==> src/rtl/keypad_pkg.sv <==
// keypad_pkg: shared types and helpers for the 4x4 keypad scanner.
// Used by keypad_colscan and keypad_scan.
package keypad_pkg;

  localparam int KEY_W = 4;

  typedef enum logic [1:0] {
    IDLE,
    PRESS,
    HELD,
    RELEASE
  } state_t;

  typedef enum logic [1:0] {
    NONE,
    SINGLE,
    MULTI
  } res_t;

  function automatic logic [1:0] lows(input logic [3:0] r);
    logic [2:0] n;
    n = {2'b0, ~r[0]} + {2'b0, ~r[1]}
      + {2'b0, ~r[2]} + {2'b0, ~r[3]};
    return (n > 3'd2) ? 2'd2 : n[1:0];
  endfunction

  function automatic logic [1:0] low_idx(input logic [3:0] r);
    logic [1:0] i;
    priority case (1'b1)
      !r[0]:   i = 2'd0;
      !r[1]:   i = 2'd1;
      !r[2]:   i = 2'd2;
      !r[3]:   i = 2'd3;
      default: i = 2'd0;
    endcase
    return i;
  endfunction

endpackage

==> src/rtl/keypad_colscan.sv <==
// keypad_colscan: row synchronizer, column divider/drive and
// per-sweep accumulation into NONE / SINGLE(code) / MULTI.
module keypad_colscan
  import keypad_pkg::*;
#(
  parameter int SCAN_DIV = 1000
) (
  input  logic             clk,
  input  logic             rst,
  input  logic [3:0]       row,
  output logic [3:0]       col,
  output logic             sweep_done,
  output res_t             kind,
  output logic [KEY_W-1:0] code
);

  localparam int DW = $clog2(SCAN_DIV);

  logic [DW-1:0]    div;
  logic [1:0]       cidx;
  logic [3:0]       s1, s2;
  logic [1:0]       nacc;
  logic [KEY_W-1:0] cacc;
  logic             tick;
  logic [1:0]       ncol;
  logic [2:0]       sum;
  logic [1:0]       ntot;
  logic [KEY_W-1:0] code_c;

  assign tick = (div == DW'(SCAN_DIV - 1));
  assign ncol = lows(s2);
  assign sum  = {1'b0, nacc} + {1'b0, ncol};
  assign ntot = (sum > 3'd2) ? 2'd2 : sum[1:0];

  // the code is only meaningful while exactly one low has been seen
  assign code_c = (nacc == 2'd0 && ncol == 2'd1)
                ? {low_idx(s2), cidx} : cacc;

  assign col        = ~(4'b0001 << cidx);
  assign sweep_done = tick && (cidx == 2'd3);
  assign code       = code_c;

  always_comb begin
    kind = NONE;
    if (ntot == 2'd1)
      kind = SINGLE;
    else if (ntot == 2'd2)
      kind = MULTI;
  end

  always_ff @(posedge clk) begin
    if (rst) begin
      s1   <= 4'hF;
      s2   <= 4'hF;
      div  <= '0;
      cidx <= 2'd0;
      nacc <= 2'd0;
      cacc <= '0;
    end else begin
      s1 <= row;
      s2 <= s1;
      if (tick) begin
        div  <= '0;
        cidx <= cidx + 2'd1;
        if (cidx == 2'd3) begin
          nacc <= 2'd0;
          cacc <= '0;
        end else begin
          nacc <= ntot;
          cacc <= code_c;
        end
      end else begin
        div <= div + DW'(1);
      end
    end
  end

endmodule

==> src/rtl/keypad_scan.sv <==
// keypad_scan: debounced 4x4 keypad front end with valid/held outputs.
// Define KEYPAD_REPEAT_EN for auto-repeat strobes every REPEAT sweeps.
module keypad_scan
  import keypad_pkg::*;
#(
  parameter int SCAN_DIV = 1000,
  parameter int DEBOUNCE = 4,
  parameter int REPEAT   = 32
) (
  input  logic             clk,
  input  logic             rst,
  input  logic [3:0]       row,
  output logic [3:0]       col,
  output logic [KEY_W-1:0] key,
  output logic             valid,
  output logic             held
);

  localparam int CW = $clog2(DEBOUNCE + 1);

  if (SCAN_DIV < 4 || DEBOUNCE < 1 || REPEAT < 1) begin : g_bad
    $error("keypad_scan: parameter out of range");
  end

  logic             sweep_done;
  res_t             kind;
  logic [KEY_W-1:0] code;

  keypad_colscan #(.SCAN_DIV(SCAN_DIV)) u_scan (
    .clk        (clk),
    .rst        (rst),
    .row        (row),
    .col        (col),
    .sweep_done (sweep_done),
    .kind       (kind),
    .code       (code)
  );

  state_t           state, state_n;
  logic [KEY_W-1:0] cand, cand_n, key_n;
  logic [CW-1:0]    cnt, cnt_n, cnt_inc;
  logic             valid_n;
  logic             single;

  assign single  = (kind == SINGLE);
  assign cnt_inc = (cnt == CW'(DEBOUNCE)) ? cnt : cnt + CW'(1);

`ifdef KEYPAD_REPEAT_EN
  localparam int RW = $clog2(REPEAT + 1);
  logic [RW-1:0] rcnt, rcnt_n, rinc;
  assign rinc = rcnt + RW'(1);
`endif

  always_comb begin
    state_n = state;
    cand_n  = cand;
    cnt_n   = cnt;
    key_n   = key;
    valid_n = 1'b0;
`ifdef KEYPAD_REPEAT_EN
    rcnt_n  = rcnt;
`endif
    if (sweep_done) begin
      unique case (state)
        IDLE: begin
          if (single) begin
            cand_n = code;
            cnt_n  = CW'(1);
            if (DEBOUNCE == 1) begin
              state_n = HELD;
              key_n   = code;
              valid_n = 1'b1;
            end else begin
              state_n = PRESS;
            end
          end
        end
        PRESS: begin
          if (single && code == cand) begin
            cnt_n = cnt_inc;
            if (cnt_inc >= CW'(DEBOUNCE)) begin
              state_n = HELD;
              key_n   = cand;
              valid_n = 1'b1;
            end
          end else if (single) begin
            cand_n = code;
            cnt_n  = CW'(1);
          end else begin
            state_n = IDLE;
          end
        end
        HELD: begin
          if (!(single && code == key)) begin
            cnt_n   = CW'(1);
            state_n = (DEBOUNCE == 1) ? IDLE : RELEASE;
          end
`ifdef KEYPAD_REPEAT_EN
          else if (rinc >= RW'(REPEAT)) begin
            valid_n = 1'b1;
            rcnt_n  = '0;
          end else begin
            rcnt_n = rinc;
          end
`endif
        end
        RELEASE: begin
          if (single && code == key) begin
            state_n = HELD;
          end else begin
            cnt_n = cnt_inc;
            if (cnt_inc >= CW'(DEBOUNCE))
              state_n = IDLE;
          end
        end
      endcase
    end
`ifdef KEYPAD_REPEAT_EN
    if ((state_n == HELD && state != HELD) || state == RELEASE)
      rcnt_n = '0;
`endif
  end

  always_ff @(posedge clk) begin
    if (rst) begin
      state <= IDLE;
      cand  <= '0;
      cnt   <= '0;
      key   <= '0;
      valid <= 1'b0;
      held  <= 1'b0;
    end else begin
      state <= state_n;
      cand  <= cand_n;
      cnt   <= cnt_n;
      key   <= key_n;
      valid <= valid_n;
      held  <= (state_n == HELD) || (state_n == RELEASE);
    end
  end

`ifdef KEYPAD_REPEAT_EN
  always_ff @(posedge clk) begin
    if (rst)
      rcnt <= '0;
    else
      rcnt <= rcnt_n;
  end
`endif

endmodule
==> config.mk <==
export PLATFORM = sky130hd
export DESIGN_NAME = keypad_scan
export DESIGN_NICKNAME = d
export VERILOG_FILES = /design/src/rtl/keypad_pkg.sv /design/src/rtl/keypad_colscan.sv /design/src/rtl/keypad_scan.sv
export SDC_FILE = /design/constraint.sdc
export NUM_CORES = 1
export LEC_CHECK = 0
export CAP_MARGIN = 20
export CORE_MARGIN = 10
export CORE_UTILIZATION = 28
export CTS_CLUSTER_DIAMETER = 60
export CTS_CLUSTER_SIZE = 10
export DETAILED_ROUTE_END_ITERATION = 8
export PLACE_DENSITY = 0.45
export RECOVER_POWER = 25
export SLEW_MARGIN = 20
export SYNTH_ARGS = -nofsm -noshare
export SYNTH_HDL_FRONTEND = slang
export SYNTH_SLANG_ARGS = --single-unit
==> constraint.sdc <==
create_clock -name clk -period 4.2 [get_ports clk]
set_input_delay 0.84 -clock clk [delete_from_list [all_inputs] [get_ports clk]]
set_output_delay 0.84 -clock clk [all_outputs]
set_load 0.03 [all_outputs]
# Word level (Yosys, flattened, before mapping)
# Cells that the tools add are included.
# Widths: inputs -> output; s select.
# totals
n_memories	0
ramBits	0
latch_bits	0
romBits	0
ff_bits	41
inputBits	6
out_inout_bits	10
elab_cells	91
# op_classes
n_addsub	7
eq_ne	17
div_mod_pow	0
magnitude_cmp	3
mux	30
reduce_logical	13
n_bitwise	8
mul	0
shifts	1
# ops
op	n
$mux 2	17
$mux 4	4
$mux 3	5
$eq 2x2->1 const B	6
$pmux 3 s4	1
$add 10x1->10 const B	1
$eq 10x10->1 const B	1
$eq 2x1->1 const B	4
$eq 4x4->1	2
$pmux 2 s4	1
$pmux 4 s2	1
$not 1->1	7
$add 3x1->3	2
$gt 3x2->1 const B	2
$ne 2x2->1 const B	3
$reduce_and 3->1	2
$logic_and 1x1->1	4
$logic_not 2->1	2
$not 4->4	1
$reduce_and 4->1	1
$reduce_or 4->1	1
$shl 1x2->4 const A	1
$add 2x2->3	1
$add 3x1->3 const B	1
8 further kinds	8

# Logic depth before layout (Yosys ltp)
# depth
ltp_word	19
ltp_mapped	15
ltp_nobuf	15

# Hierarchy
# From an unflattened synthesis, not the netlist that was laid out.
# unflattened
cells_unflattened	210
area_unflattened_um2	2020.7
# by_module_without_submodules
module	cells_per_inst	seq_area_each_um2	area_per_inst_um2	n_inst
keypad_colscan	131	520.5	1258.7	1
keypad_scan	79	300.3	762.0	1

# Worst setup path after synthesis
# OpenSTA, ideal clock, no wires.
# synth_timing
path_kind	reg-to-reg
start	register u_scan.s2[0]
end	register cand[0]
synth_period_minus_slack_ns	3.350
required_time_ns	4.077
path_buffers	0
stages_incl_launch_ff	13
t_arrival_ns	3.226
setup_time_ns	0.123
setup_slack_ns	0.850
path_cell_list	dfxtp_1 > inv_1 > ha_1 > inv_1 > fa_1 > and2b_1 > ha_1 > inv_1 > fa_1 > nand3_1 > or2_2 > a2111oi_4 > mux2_1
# synth_via
elab_chain_cells	16
word_cells_on_any_way	25
cone_classes	add/sub (4); order compare (2); eq/ne (6); mux (9); bitwise (1); reduce/logical (3)
# synth_rtl
item	line	rtl
start, declared	keypad_colscan.sv:21	logic [3:0] s1, s2;
start signal, assigned	keypad_colscan.sv:54	s2 <= 4'hF;
start signal, assigned	keypad_colscan.sv:61	s2 <= s1;
$not 1->1	keypad_pkg.sv:22	n = {2'b0, ~r[0]} + {2'b0, ~r[1]}
$add 1x1->2	keypad_pkg.sv:22	
$add 3x1->3 (2 in series)	keypad_pkg.sv:23	+ {2'b0, ~r[2]} + {2'b0, ~r[3]};
$gt 3x2->1	keypad_pkg.sv:24	return (n > 3'd2) ? 2'd2 : n[1:0];
$mux 2	keypad_pkg.sv:24	
$add 2x2->3	keypad_colscan.sv:32	assign sum = {1'b0, nacc} + {1'b0, ncol};
$gt 3x2->1	keypad_colscan.sv:33	assign ntot = (sum > 3'd2) ? 2'd2 : sum[1:0];
$mux 2	keypad_colscan.sv:33	
$eq 2x2->1	keypad_colscan.sv:47	else if (ntot == 2'd2)
$mux 2	keypad_colscan.sv:47	
$mux 2	keypad_colscan.sv:45	if (ntot == 2'd1)
$eq 2x1->1	keypad_scan.sv:45	assign single = (kind == SINGLE);
$mux 4 / $logic_and 1x1->1 (equally long branches)	keypad_scan.sv:66, keypad_scan.sv:86, keypad_scan.sv:79	
$mux 4 / $ne 2x2->1 (equally long branches)	n/a	
$pmux 4 s2 / $reduce_and 3->1 (equally long branches)	n/a	
end signal, assigned	keypad_scan.sv:134	cand <= cand_n;
end, declared	keypad_scan.sv:40	logic [KEY_W-1:0] cand, cand_n, key_n;
# Parallel ways exist; a longest one is shown, timed or not. The select of a mux whose other input is x is not followed.
# A chain may end at the register's enable or synchronous reset.

# Final worst setup path
# layout_timing
start	register u_scan.s2[0]
end	register cand[2]
# The elaborated chain is that of the path after synthesis.

==> flow_summary.ini <==
[cts]
clock-sinks = 41
numCtsBuffers = 5
insertion_delay_ps = 300
cts_tree = done
clock_path_buffers = 2
clk_pin_slew_ps = 90
clock_tree.root_cell = clkbuf_8
postCtsHoldBufs = 0
htreeDepth = 2
cts_resized = 0
cts_setup_buffers = 0

[worst_setup_path]
cp_slowest_cell = fa_1
worstSetupStartpointType = register
worstSetupPathType = register to register
cp_cell_sequence = inv_1, ha_1, inv_1, fa_1, and2b_1, ha_1, inv_1, fa_1, nand3_1, or2_2, a2111oi_4, mux2_1
critPathMaxStageDelay_ps = 510
end_kind = register
crit_fanout = 5
critPathArrivalTime_ps = 3780
crit_top_cell = inv_1
cp.required_ps = 4390

[sta]
max_freq_mhz = 279
drv_slew = 0
finalSetupViolations = 0
fin_crit_ps = 3590
worstMarginPinSlew_ps = 1390
whs_ps = 414
finalCritPeriodShare_pct = 85.5
finalClockSkew_ps = 6.34
setup_slack_ps = 611
rsz0062_at_grt = false
fin_tns_setup_ps = 0
timing.slew.headroom_pct = 7.09
finalHoldViolations = 0

[cells_and_area]
areaGrowthSynthToFinish_pct = 15.1
n_antenna_cell = 0
drive_above_1_share_pct = 12.0
fillers = 849
final_net_count = 285
multi_input_area_um2 = 1330
seq_area_um2 = 821

[yosys]
yosysUniqueCellTypes = 63
syn_area_per_cell_um2 = 9.04
synth_edf_count = 0
synthCells = 248
ys_ff_latch = 41
ys_warn_count = 0
async_flop_share_pct = 0
syn-cell-area_um2 = 2240
ys_seq_area_share_pct = 36.6
syn_nets = 267
synthFlopType = dfxtp_1

[global_routing]
grt.overflow.total = 0
grt_max_degree = 32
antenna_found_initial = 0
grt_pass1_wl_mm = 8.96
grt_pass1_vias = 1806
grt_use_total_pct = 9.29

[routing]
dr_total_vias = 1783
wl_met1_mm = 2.72
wl_met2_mm = 2.27
maxUsedRoutingLayer = met4
antenna_left = 0
drcViolationCount = 0
dr_wl_met3_um = 180
dr.pass1.iters = 4
wl_mm = 5.22
routed_via_density = 4.83
dr.first_iter.drc_count = 78
avgRoutedWirePerCell_um = 14.1

[pwr]
p_leak_nw = 0.915
peakVddDrop_mv = 0.127
power.density_nw_per_um2 = 288

[floorplanning]
core-area_um2 = 7770
die_w_um = 109
die_area_um2 = 12000
io_pins = 16
rows = 32
start_util_pct = 28.8
fp.dieH_um = 109

[placed_design]
place_congestion = 0.760
pre_cts_ws_ps = 636
portBuffers = 15
dp_hpwl_mm = 3.81

[outcome]
status = complete, no violations

[run]
max_cap_viol_count = 0

[worst_hold_path]
hp-class = register to register
[final timing paths]
check	start	endpoint	slack, ps	cells past startpoint
worst max-delay path	u_scan.s2[0]$_SDFF_PP1_	cand[2]$_SDFFE_PP0P_	610	12
worst min-delay path	u_scan.s1[2]$_SDFF_PP1_	u_scan.s2[2]$_SDFF_PP1_	410	1
worst max register to register	u_scan.s2[0]$_SDFF_PP1_	cand[2]$_SDFFE_PP0P_	610	12
worst min register to register	u_scan.s1[2]$_SDFF_PP1_	u_scan.s2[2]$_SDFF_PP1_	410	1
[synth_stat cells, drive strengths merged, types with 3 or more instances]
library cell  count  area [um^2]
or3               3         18.8
mux2i             6         60.1
or2              10         62.6
ha               11          138
and3              3         18.8
nand4             4         31.3
nand2b            5         31.3
a21boi            6         48.8
dfxtp            41          821
nand3             8         40.0
a21oi             9         45.0
nor2b             4         32.5
buf               4         30.0
nand2            22         82.6
xor2              5         43.8
xnor2             6         52.6
nor2             28          113
nor3              7         45.0
o21ai             7         42.5
inv              14         52.6
[cell usage in the layout (no fill, tap or decap), drive strengths merged, types with 6 or more instances in the layout]
cell type,n
dfxtp,41
nor2,28
nand2,22
inv,14
clkdlybuf4s50,14
ha,11
or2,10
a21oi,9
nand3,8
nor3,7
o21ai,7
mux2i,6
xnor2,6
clkbuf,6
a21boi,6
[worst max-delay path, delay by kind of cell (launching register included)]
family / cells / cell delay (ps)
simple gates: 3 / 780
buf+inv: 3 / 190
mux: 1 / 360
fa+ha+maj: 4 / 1370
flops: 1 / 370
compound gates: 1 / 420
[registers in the layout, summed over array words and instances, names as in the netlist]
name / count
u_scan.div: 10
cand: 4
key: 4
u_scan.cacc: 4
u_scan.s1: 4
u_scan.s2: 4
cnt: 3
state: 2
u_scan.cidx: 2
u_scan.nacc: 2
held: 1
valid: 1
[kinds of logic (layout without fill, tap and decap cells)]
group,Yosys count,after routing,share of synthesized area (%)
buffers and inverters,21,40,4.19
AOI/OAI and AO/OA,45,45,16.0
and+or+nand+nor,109,109,27.2
adders and majority gates,13,13,7.93
DFF,41,41,36.6
muxes,8,8,3.69
xor gates and xnor gates,11,11,4.30
[layout make-up]
type / count / share of cell area, %
Tap cell: 102 / 4.95
Clock inverter: 3 / 0.679
Timing Repair Buffer: 17 / 6.26
Inverter: 15 / 2.18
Multi-Input combinational cell: 186 / 51.4
Clock buffer: 5 / 2.67
Sequential cell: 41 / 31.8
[metal layers]
metal / up-vias / GRT usage (%)
met1: 849 / 13.0
met2: 25 / 14.0
met4: 0 / 2.23
met5: - / 0
met3: 5 / 2.17
li1: 904 / -
[report_power, final]
part | total (mW) | internal, mW | switching, mW | leakage, nW
combinational | 0.0798 | 0.0293 | 0.0505 | 0.538
clock | 0.263 | 0.115 | 0.148 | 0.0439
sequential | 0.399 | 0.394 | 0.00455 | 0.333
[stage by stage]
stage | std cells | area [um^2] | total power [mW] | utilization, %
after CTS | 369 | 2580 | 0.754 | 33.2
after global placement | 361 | 2500 | 0.488 | 32.1
final | 369 | 2580 | 0.742 | 33.2
after global routing | 369 | 2580 | 0.778 | 33.2
after detailed placement | 361 | 2500 | 0.488 | 32.1
after floorplan | 248 | 2240 | 0.468 | -
Note: power is estimated with default switching activity, not from simulation.
